$ cat src/rtl/serial_to_parallel_rx.sv
// ---------------------------------------------------------------------------
// serial_to_parallel_rx
//
// Receive end of the parallel-to-serial link. Bits arriving on serial_in
// (qualified by serial_valid) are shifted into a WIDTH-bit assembly register.
// When the last bit of a word is sampled, the finished word is pushed into a
// DEPTH-entry first-word-fall-through FIFO. The FIFO head is presented on a
// valid/ready parallel port.
//
// Ports
//   s_clk             in   1        only clock, everything on posedge
//   rst               in   1        synchronous active-high reset
//   flush             in   1        synchronous clear of assembly, FIFO, overrun
//   serial_in         in   1        serial data bit
//   serial_valid      in   1        serial_in carries a bit this cycle
//   grant             out  1        receiver can accept bits (not full)
//   parallel_data_out out  WIDTH    head-of-FIFO word, combinational from memory
//   out_valid         out  1        parallel_data_out holds a word (not empty)
//   out_ready         in   1        consumer takes the head word
//   full              out  1        FIFO holds DEPTH words
//   empty             out  1        FIFO holds no words
//   overrun           out  1        sticky: a completed word was dropped
//   bit_count         out  clog2(W) bits of the current word received so far
// ---------------------------------------------------------------------------
module serial_to_parallel_rx #(
  parameter int WIDTH     = 32,
  parameter int DEPTH     = 4,
  parameter bit MSB_FIRST = 1'b1
) (
  input  logic                       s_clk,
  input  logic                       rst,
  input  logic                       flush,
  input  logic                       serial_in,
  input  logic                       serial_valid,
  output logic                       grant,
  output logic [WIDTH-1:0]           parallel_data_out,
  output logic                       out_valid,
  input  logic                       out_ready,
  output logic                       full,
  output logic                       empty,
  output logic                       overrun,
  output logic [$clog2(WIDTH)-1:0]   bit_count
);

  localparam int CW = $clog2(WIDTH);
  localparam int AW = $clog2(DEPTH);
  localparam int PW = AW + 1;

  typedef enum logic {
    ST_IDLE  = 1'b0,
    ST_SHIFT = 1'b1
  } state_t;

  state_t            r_state;
  state_t            w_stateNext;

  logic [CW-1:0]     r_bitCount;
  logic [WIDTH-1:0]  r_shift;
  logic [WIDTH-1:0]  w_shiftNext;

  logic [WIDTH-1:0]  r_mem [DEPTH];
  logic [PW-1:0]     r_wrPtr;
  logic [PW-1:0]     r_rdPtr;
  logic              r_overrun;

  logic              w_shiftEn;
  logic              w_lastBit;
  logic              w_wordDone;
  logic              w_full;
  logic              w_empty;
  logic              w_pop;
  logic              w_wrEn;
  logic              w_drop;

  // The word is complete when the bit being sampled this edge is the
  // WIDTH-th one, i.e. the counter already shows WIDTH-1 bits received.
  assign w_lastBit = (r_bitCount == CW'(WIDTH - 1));

  // The shift direction decides where the first received bit ends up.
  // This is also the value that gets pushed on the final bit, so the
  // pushed word already includes the bit sampled on that same edge.
  always_comb begin
    w_shiftNext = r_shift;
    if (MSB_FIRST) begin
      w_shiftNext = {r_shift[WIDTH-2:0], serial_in};
    end else begin
      w_shiftNext = {serial_in, r_shift[WIDTH-1:1]};
    end
  end

  // FSM state register: reset and flush both return to IDLE.
  always_ff @(posedge s_clk) begin
    if (rst) begin
      r_state <= ST_IDLE;
    end else if (flush) begin
      r_state <= ST_IDLE;
    end else begin
      r_state <= w_stateNext;
    end
  end

  // FSM next-state logic: a valid bit in IDLE starts a word, the final bit
  // of a word returns to IDLE. With serial_valid low the state just holds,
  // so an upstream pause of any length is tolerated.
  always_comb begin
    w_stateNext = r_state;
    case (r_state)
      ST_IDLE: begin
        if (serial_valid) begin
          w_stateNext = ST_SHIFT;
        end
      end
      ST_SHIFT: begin
        if (serial_valid && w_lastBit) begin
          w_stateNext = ST_IDLE;
        end
      end
      default: begin
        w_stateNext = ST_IDLE;
      end
    endcase
  end

  // FSM outputs: every valid bit is shifted regardless of grant (grant is
  // only advisory), and the word is finished only by the final bit while
  // in SHIFT. Because WIDTH is at least 2 the final bit never arrives in IDLE.
  always_comb begin
    w_shiftEn  = 1'b0;
    w_wordDone = 1'b0;
    case (r_state)
      ST_IDLE: begin
        w_shiftEn = serial_valid;
      end
      ST_SHIFT: begin
        w_shiftEn  = serial_valid;
        w_wordDone = serial_valid && w_lastBit;
      end
      default: begin
        w_shiftEn  = 1'b0;
        w_wordDone = 1'b0;
      end
    endcase
  end

  // Bit counter and assembly register. The counter wraps to zero on the
  // final bit whether or not the FIFO could take the word, so a dropped
  // word never leaves assembly out of step with the bitstream.
  always_ff @(posedge s_clk) begin
    if (rst) begin
      r_bitCount <= '0;
      r_shift    <= '0;
    end else if (flush) begin
      r_bitCount <= '0;
      r_shift    <= '0;
    end else if (w_shiftEn) begin
      r_shift <= w_shiftNext;
      if (w_lastBit) begin
        r_bitCount <= '0;
      end else begin
        r_bitCount <= r_bitCount + CW'(1);
      end
    end
  end

  // FIFO status uses an extra wrap bit on each pointer: equal addresses
  // with differing wrap bits mean full, identical pointers mean empty.
  assign w_empty = (r_wrPtr == r_rdPtr);
  assign w_full  = (r_wrPtr[AW-1:0] == r_rdPtr[AW-1:0]) &&
                   (r_wrPtr[AW] != r_rdPtr[AW]);

  // A pop while full frees the slot the incoming word needs, so a push
  // coinciding with a pop is always accepted. Only a push into a full FIFO
  // with no pop is dropped.
  assign w_pop  = !w_empty && out_ready;
  assign w_wrEn = w_wordDone && (!w_full || w_pop);
  assign w_drop = w_wordDone && w_full && !w_pop;

  // FIFO storage has no reset; entries are only ever read once the write
  // pointer has moved past them. Writes are suppressed during reset and
  // flush so a clear really discards the word completing on that edge.
  always_ff @(posedge s_clk) begin
    if (!rst && !flush && w_wrEn) begin
      r_mem[r_wrPtr[AW-1:0]] <= w_shiftNext;
    end
  end

  // Pointer update: flush wins over any coincident push or pop.
  always_ff @(posedge s_clk) begin
    if (rst) begin
      r_wrPtr <= '0;
      r_rdPtr <= '0;
    end else if (flush) begin
      r_wrPtr <= '0;
      r_rdPtr <= '0;
    end else begin
      if (w_wrEn) begin
        r_wrPtr <= r_wrPtr + PW'(1);
      end
      if (w_pop) begin
        r_rdPtr <= r_rdPtr + PW'(1);
      end
    end
  end

  // Overrun is sticky: once a word has been lost it stays set until the
  // link is reset or flushed.
  always_ff @(posedge s_clk) begin
    if (rst) begin
      r_overrun <= 1'b0;
    end else if (flush) begin
      r_overrun <= 1'b0;
    end else if (w_drop) begin
      r_overrun <= 1'b1;
    end
  end

  // Output mapping. The head word falls straight through from memory so
  // the next word is visible in the same cycle a pop happens.
  assign parallel_data_out = r_mem[r_rdPtr[AW-1:0]];
  assign out_valid         = !w_empty;
  assign empty             = w_empty;
  assign full              = w_full;
  assign grant             = !w_full;
  assign overrun           = r_overrun;
  assign bit_count         = r_bitCount;

endmodule

$ cat config.mk
export PLATFORM = sky130hd
export DESIGN_NAME = serial_to_parallel_rx
export DESIGN_NICKNAME = d
export VERILOG_FILES = /design/src/rtl/serial_to_parallel_rx.sv
export SDC_FILE = /design/constraint.sdc
export NUM_CORES = 1
export LEC_CHECK = 0
export ABC_AREA = 1
export CAP_MARGIN = 20
export CORE_MARGIN = 2
export CORE_UTILIZATION = 62
export CTS_CLUSTER_DIAMETER = 200
export DETAILED_ROUTE_END_ITERATION = 7
export HOLD_SLACK_MARGIN = 0.06
export PLACE_DENSITY = 0.84
export SYNTH_ARGS = -nofsm -noshare
export SYNTH_HDL_FRONTEND = slang
export SYNTH_SLANG_ARGS = --single-unit
$ cat constraint.sdc
create_clock -name s_clk -period 9.7 [get_ports s_clk]
set_input_delay 1.455 -clock s_clk [delete_from_list [all_inputs] [get_ports s_clk]]
set_output_delay 1.455 -clock s_clk [all_outputs]
set_load 0.02 [all_outputs]
After elaboration in Yosys (flattened, before gate mapping)

Memories as Yosys holds them, arrays and structs flattened. A register that Yosys moved wholly into a read port is not among the register bits.
Cells that the tools add are included.

Register bits: 44
RAM bits: 128
Input port bits: 6
Output and inout bits: 42
Logic and storage cells: 39
Memories kept: 1

Memories:

| name  | words | width | rd ports | clocked after Yosys merged registers in | write ports | RTL line | RTL |
|---|---|---|---|---|---|---|---|
| r_mem | 4     | 32    | 1        | 1                                       | 1           | 61       | `logic [WIDTH-1:0] r_mem [DEPTH];` |

$add $sub $neg: 3
Eq/ne operators: 4
Mux-type cells: 9
Bitwise gates (word level): 1
Reductions and logical operators: 15

Operators with widths:

| kind                  | number |
|---|---|
| $logic_and A1 B1 Y1   | 8 |
| $add A3 B1 Y3 const B | 2 |
| $add A5 B1 Y5 const B | 1 |
| $eq A5 B5 Y1 const B  | 1 |
| $logic_not A1 Y1      | 5 |
| $mux W1               | 5 |
| $mux W5               | 1 |
| $mux W2               | 2 |
| $eq A3 B3 Y1          | 1 |
| $eq A2 B2 Y1          | 1 |
| $pmux W1 S2           | 1 |
| $reduce_or A2 Y1      | 1 |
| $logic_or A1 B1 Y1    | 1 |
| $ne A1 B1 Y1          | 1 |
| $not A1 Y1            | 1 |

Depth between registers and ports, before layout

Depth after elaboration: 8
Mapped depth: 10
Mapped depth without buffers: 10

Worst setup path before layout

No wires, ideal clock.

Path kind: input to register
From: input flush
To: memory r_mem[0][0] (enable)
Library setup time: 468 ps
Arrival time: 4242 ps
Required time: 9232 ps
Path slack: 4990 ps
Stages: 4
Path buffers: 1
Cell sequence: nor2_4 > inv_1 > buf_2 > nor3b_1

Longest elaborated chain between the ends: 5

Ends and longest elaborated chain:

| element                           | RTL line | RTL |
|---|---|---|
| from (decl)                       | 32       | `input logic flush,` |
| $logic_not A1 Y1                  | 182      | `if (!rst && !flush && w_wrEn) begin` |
| $logic_and A1 B1 Y1 (2 in series) | 182      |  |
| $mux W1                           | 182      |  |
| $mux W1 (implied by the code)     | 183      | `r_mem[r_wrPtr[AW-1:0]] <= w_shiftNext;` |
| to (decl)                         | 61       |  |

Every way passes these cells.

==> flow_metrics.py <==
metrics = {
    "global_routing": {
        "grt_pass1_wl_um": 22600,
        "grt_use_total": 0.265,
        "grt_overflow": 0,
        "grt_start_max_net_pins": 66,
        "antenna_found_initial": 0,
        "grt_pass1_vias": 4525,
    },
    "pwr": {
        "pwr-share-seq": 0.508,
        "switching_share": 0.180,
        "totalPowerFinal_mw": 1.56,
        "power_switching_uw": 281,
        "pwr-share-comb": 0.011,
        "p_per_area_nw_per_um2": 198,
        "peakVddDrop_uv": 128,
        "p_int_mw": 1.28,
        "p_leak_nw": 2.79,
        "pwr-share-clk": 0.482,
    },
    "cts": {
        "clock-sinks": 174,
        "clk_latency_ns": 0.53,
        "postCtsSetupBuffers": 0,
        "cts_tree": "done",
        "hold_buffers": 0,
        "cts.htree.levels": 4,
        "numCtsBuffers": 17,
        "cts_resized": 0,
        "clk_pin_slew_ns": 0.06,
        "clockRootBuffer": "clkbuf_8",
        "clock_path_buffers": 2,
    },
    "synth": {
        "synth_area_leaders": "edfxtp_1 (59%), dfxtp_1 (14%), o21ai_0 (4.8%), nand2_1 (4.7%), nor2_1 (4.4%)",
        "synth-main-ff-cell": "edfxtp_1",
        "synthMostInstantiatedCell": "edfxtp_1",
        "synth.yosys.seq_area_share": 0.727,
        "synth_top_cell_by_area": "edfxtp_1",
        "ys_types": 29,
        "yosys_warnings": 0,
        "synth_common_cells": "edfxtp_1 (128), nand2_1 (82), nor2_1 (77), o21ai_0 (63), dfxtp_1 (46)",
        "syn-num-nets": 563,
        "syn_inst": 550,
        "syn-cell-area_um2": 6550,
        "synth_seq_cells": 174,
        "ys_async_sr_fraction": 0,
        "syn_avg_cell_area_um2": 11.9,
        "yosysTopAreaCellShare": 0.586,
        "synth_edf_count": 128,
    },
    "sta": {
        "fmaxAchievable_mhz": 214,
        "hold_viol": 0,
        "setup_tns_ns": 0,
        "fin_crit_sh": 0.481,
        "slew_violations": 0,
        "setup_viol": 0,
        "setup_ws_ns": 5.04,
        "period_minus_slack_ns": 4.66,
        "grt_setup_unrepaired": "false",
        "tightest_slew_ns": 1.04,
        "slew_headroom": 0.307,
        "finClkSkew_ns": 0.00660,
    },
    "finish": {
        "n_antenna_cell": 0,
        "final_util": 0.764,
        "final_net_count": 608,
        "areaGrowthSynthToFinish_pct": 19.7,
        "drive_gt1_frac": 0.0872,
    },
    "place": {
        "place_congestion": 0.741,
        "portBuffers": 47,
        "dp_slack_ns": 5.38,
        "hpwl_um": 7370,
    },
    "critical_path": {
        "required_ns": 8.25,
        "r2r_cells": 9,
        "cp-end-kind": "primary output",
        "reg2reg_to": "r_mem[2][19]",
        "timing.reg2reg.setup_slack_ns": 6.77,
        "worst-endpoint-arrival_ns": 3.21,
        "worstSetupPathType": "reg -> out",
        "r2r_start": "bit_count[1]",
        "crit_path_start_kind": "flip-flop",
        "path_max_fanout": 64,
    },
    "die": {
        "ios": 48,
        "fp.coreArea_um2": 10300,
        "start_util": 0.638,
        "die_h_um": 107,
        "die_x_um": 107,
        "std_cell_rows": 37,
        "dieArea_um2": 11400,
    },
    "routing": {
        "drtPass1Iterations": 5,
        "drcViolationCount": 0,
        "ant_nets": 0,
        "vias": 4504,
        "wire_per_inst_um": 19.5,
        "viasPerCell": 6.05,
        "routed_wl_um": 14500,
        "drt_iter0_drc": 583,
    },
    "job": {
        "max_cap_viol_count": 0,
    },
    "status": {
        "status": "complete, no violations",
    },
    "worst_hold_path": {
        "hold_depth": 1,
        "hold_start": "overrun",
        "holdPathEnd": "overrun",
        "min_path_type": "reg -> reg",
    },
}
==> power groups by stage <==
stage	logic [mW]	registers [mW]	clock network, mW
6_report	0.0170	0.790	0.749
5_1_grt	0.0181	0.789	0.783
4_1_cts	0.0155	0.790	0.752
3_5_place_dp	0.0153	0.806	0
3_3_place_gp	0.0147	0.806	0
2_1_floorplan	0.00867	0.806	0
==> placed cells by master (no fill, tap or decap), drive strengths merged <==
cell,n
nand3b,1
ha,7
clkinvlp,1
o21a,1
nand2,84
xnor2,1
nor3,7
nor3b,3
a31oi,1
o21ai,67
dfxtp,46
clkinv,3
buf,9
nand4,1
nand3,4
clkbuf,23
edfxtp,128
o22ai,32
a21oi,37
inv,20
nor2,79
clkdlybuf4s50,47
xor2,1
bufinv,5
==> layer usage <==
metal / track usage / wire (µm) / share of wire / vias up
met5: 0 / 0 / 0 / -
met4: 0.112 / 331 / 0.023 / 0
met1: 0.331 / 5690 / 0.39 / 2210
met3: 0.0571 / 900 / 0.062 / 39
met2: 0.449 / 7580 / 0.52 / 209
li1: - / - / - / 2046
==> layout make-up <==
class | instances | area [µm²]
inverters | 20 | 75.1
repair buffers | 56 | 571
clock inverters | 9 | 176
clock buffers | 23 | 488
well taps | 136 | 170
flip-flops and latches | 174 | 4770
multi-input cells | 326 | 1600
fillers | 607 | 2430
==> how the worst max path moves through the flow <==
stage                     startpoint                    end  slack [ns]
after floorplan                flush            r_mem[0][0]        4.99
after global placement     flip-flop  parallel_data_out[22]        5.49
after detailed placement   flip-flop  parallel_data_out[22]        5.38
after CTS                  flip-flop  parallel_data_out[21]        4.63
after global routing       flip-flop  parallel_data_out[25]        4.85
final                      flip-flop  parallel_data_out[20]        5.04
==> state kept, by name, indices dropped and copies added (netlist names), named ones only <==
register,cells
bit_count,5
r_wrPtr,3
r_shift,31
r_state,1
r_mem,128
r_rdPtr,3
overrun,1
==> through the flow <==
stage	instances	area, µm²	hold slack (ns)
5_1_grt	744	7850	0.520
3_5_place_dp	710	7140	0.466
3_3_place_gp	710	7140	0.455
2_1_floorplan	550	6550	0.460
4_1_cts	742	7800	0.482
6_report	744	7850	0.475
==> worst max-delay path, stage by stage, from the launching register on <==
cell	delay, ns
dfxtp_2	0.46
buf_12	0.24
inv_2	0.76
o21ai_0	0.23
o22ai_1	0.29
clkdlybuf4s50_1	0.67
==> kinds of logic after synthesis <==
group / synth area share
compound gates: 0.112
xor+xnor: 0.00382
fa+ha+maj: 0.0134
buf+inv: 0.0317
flops: 0.727
simple gates: 0.112
(Power assumes the default switching activity.)
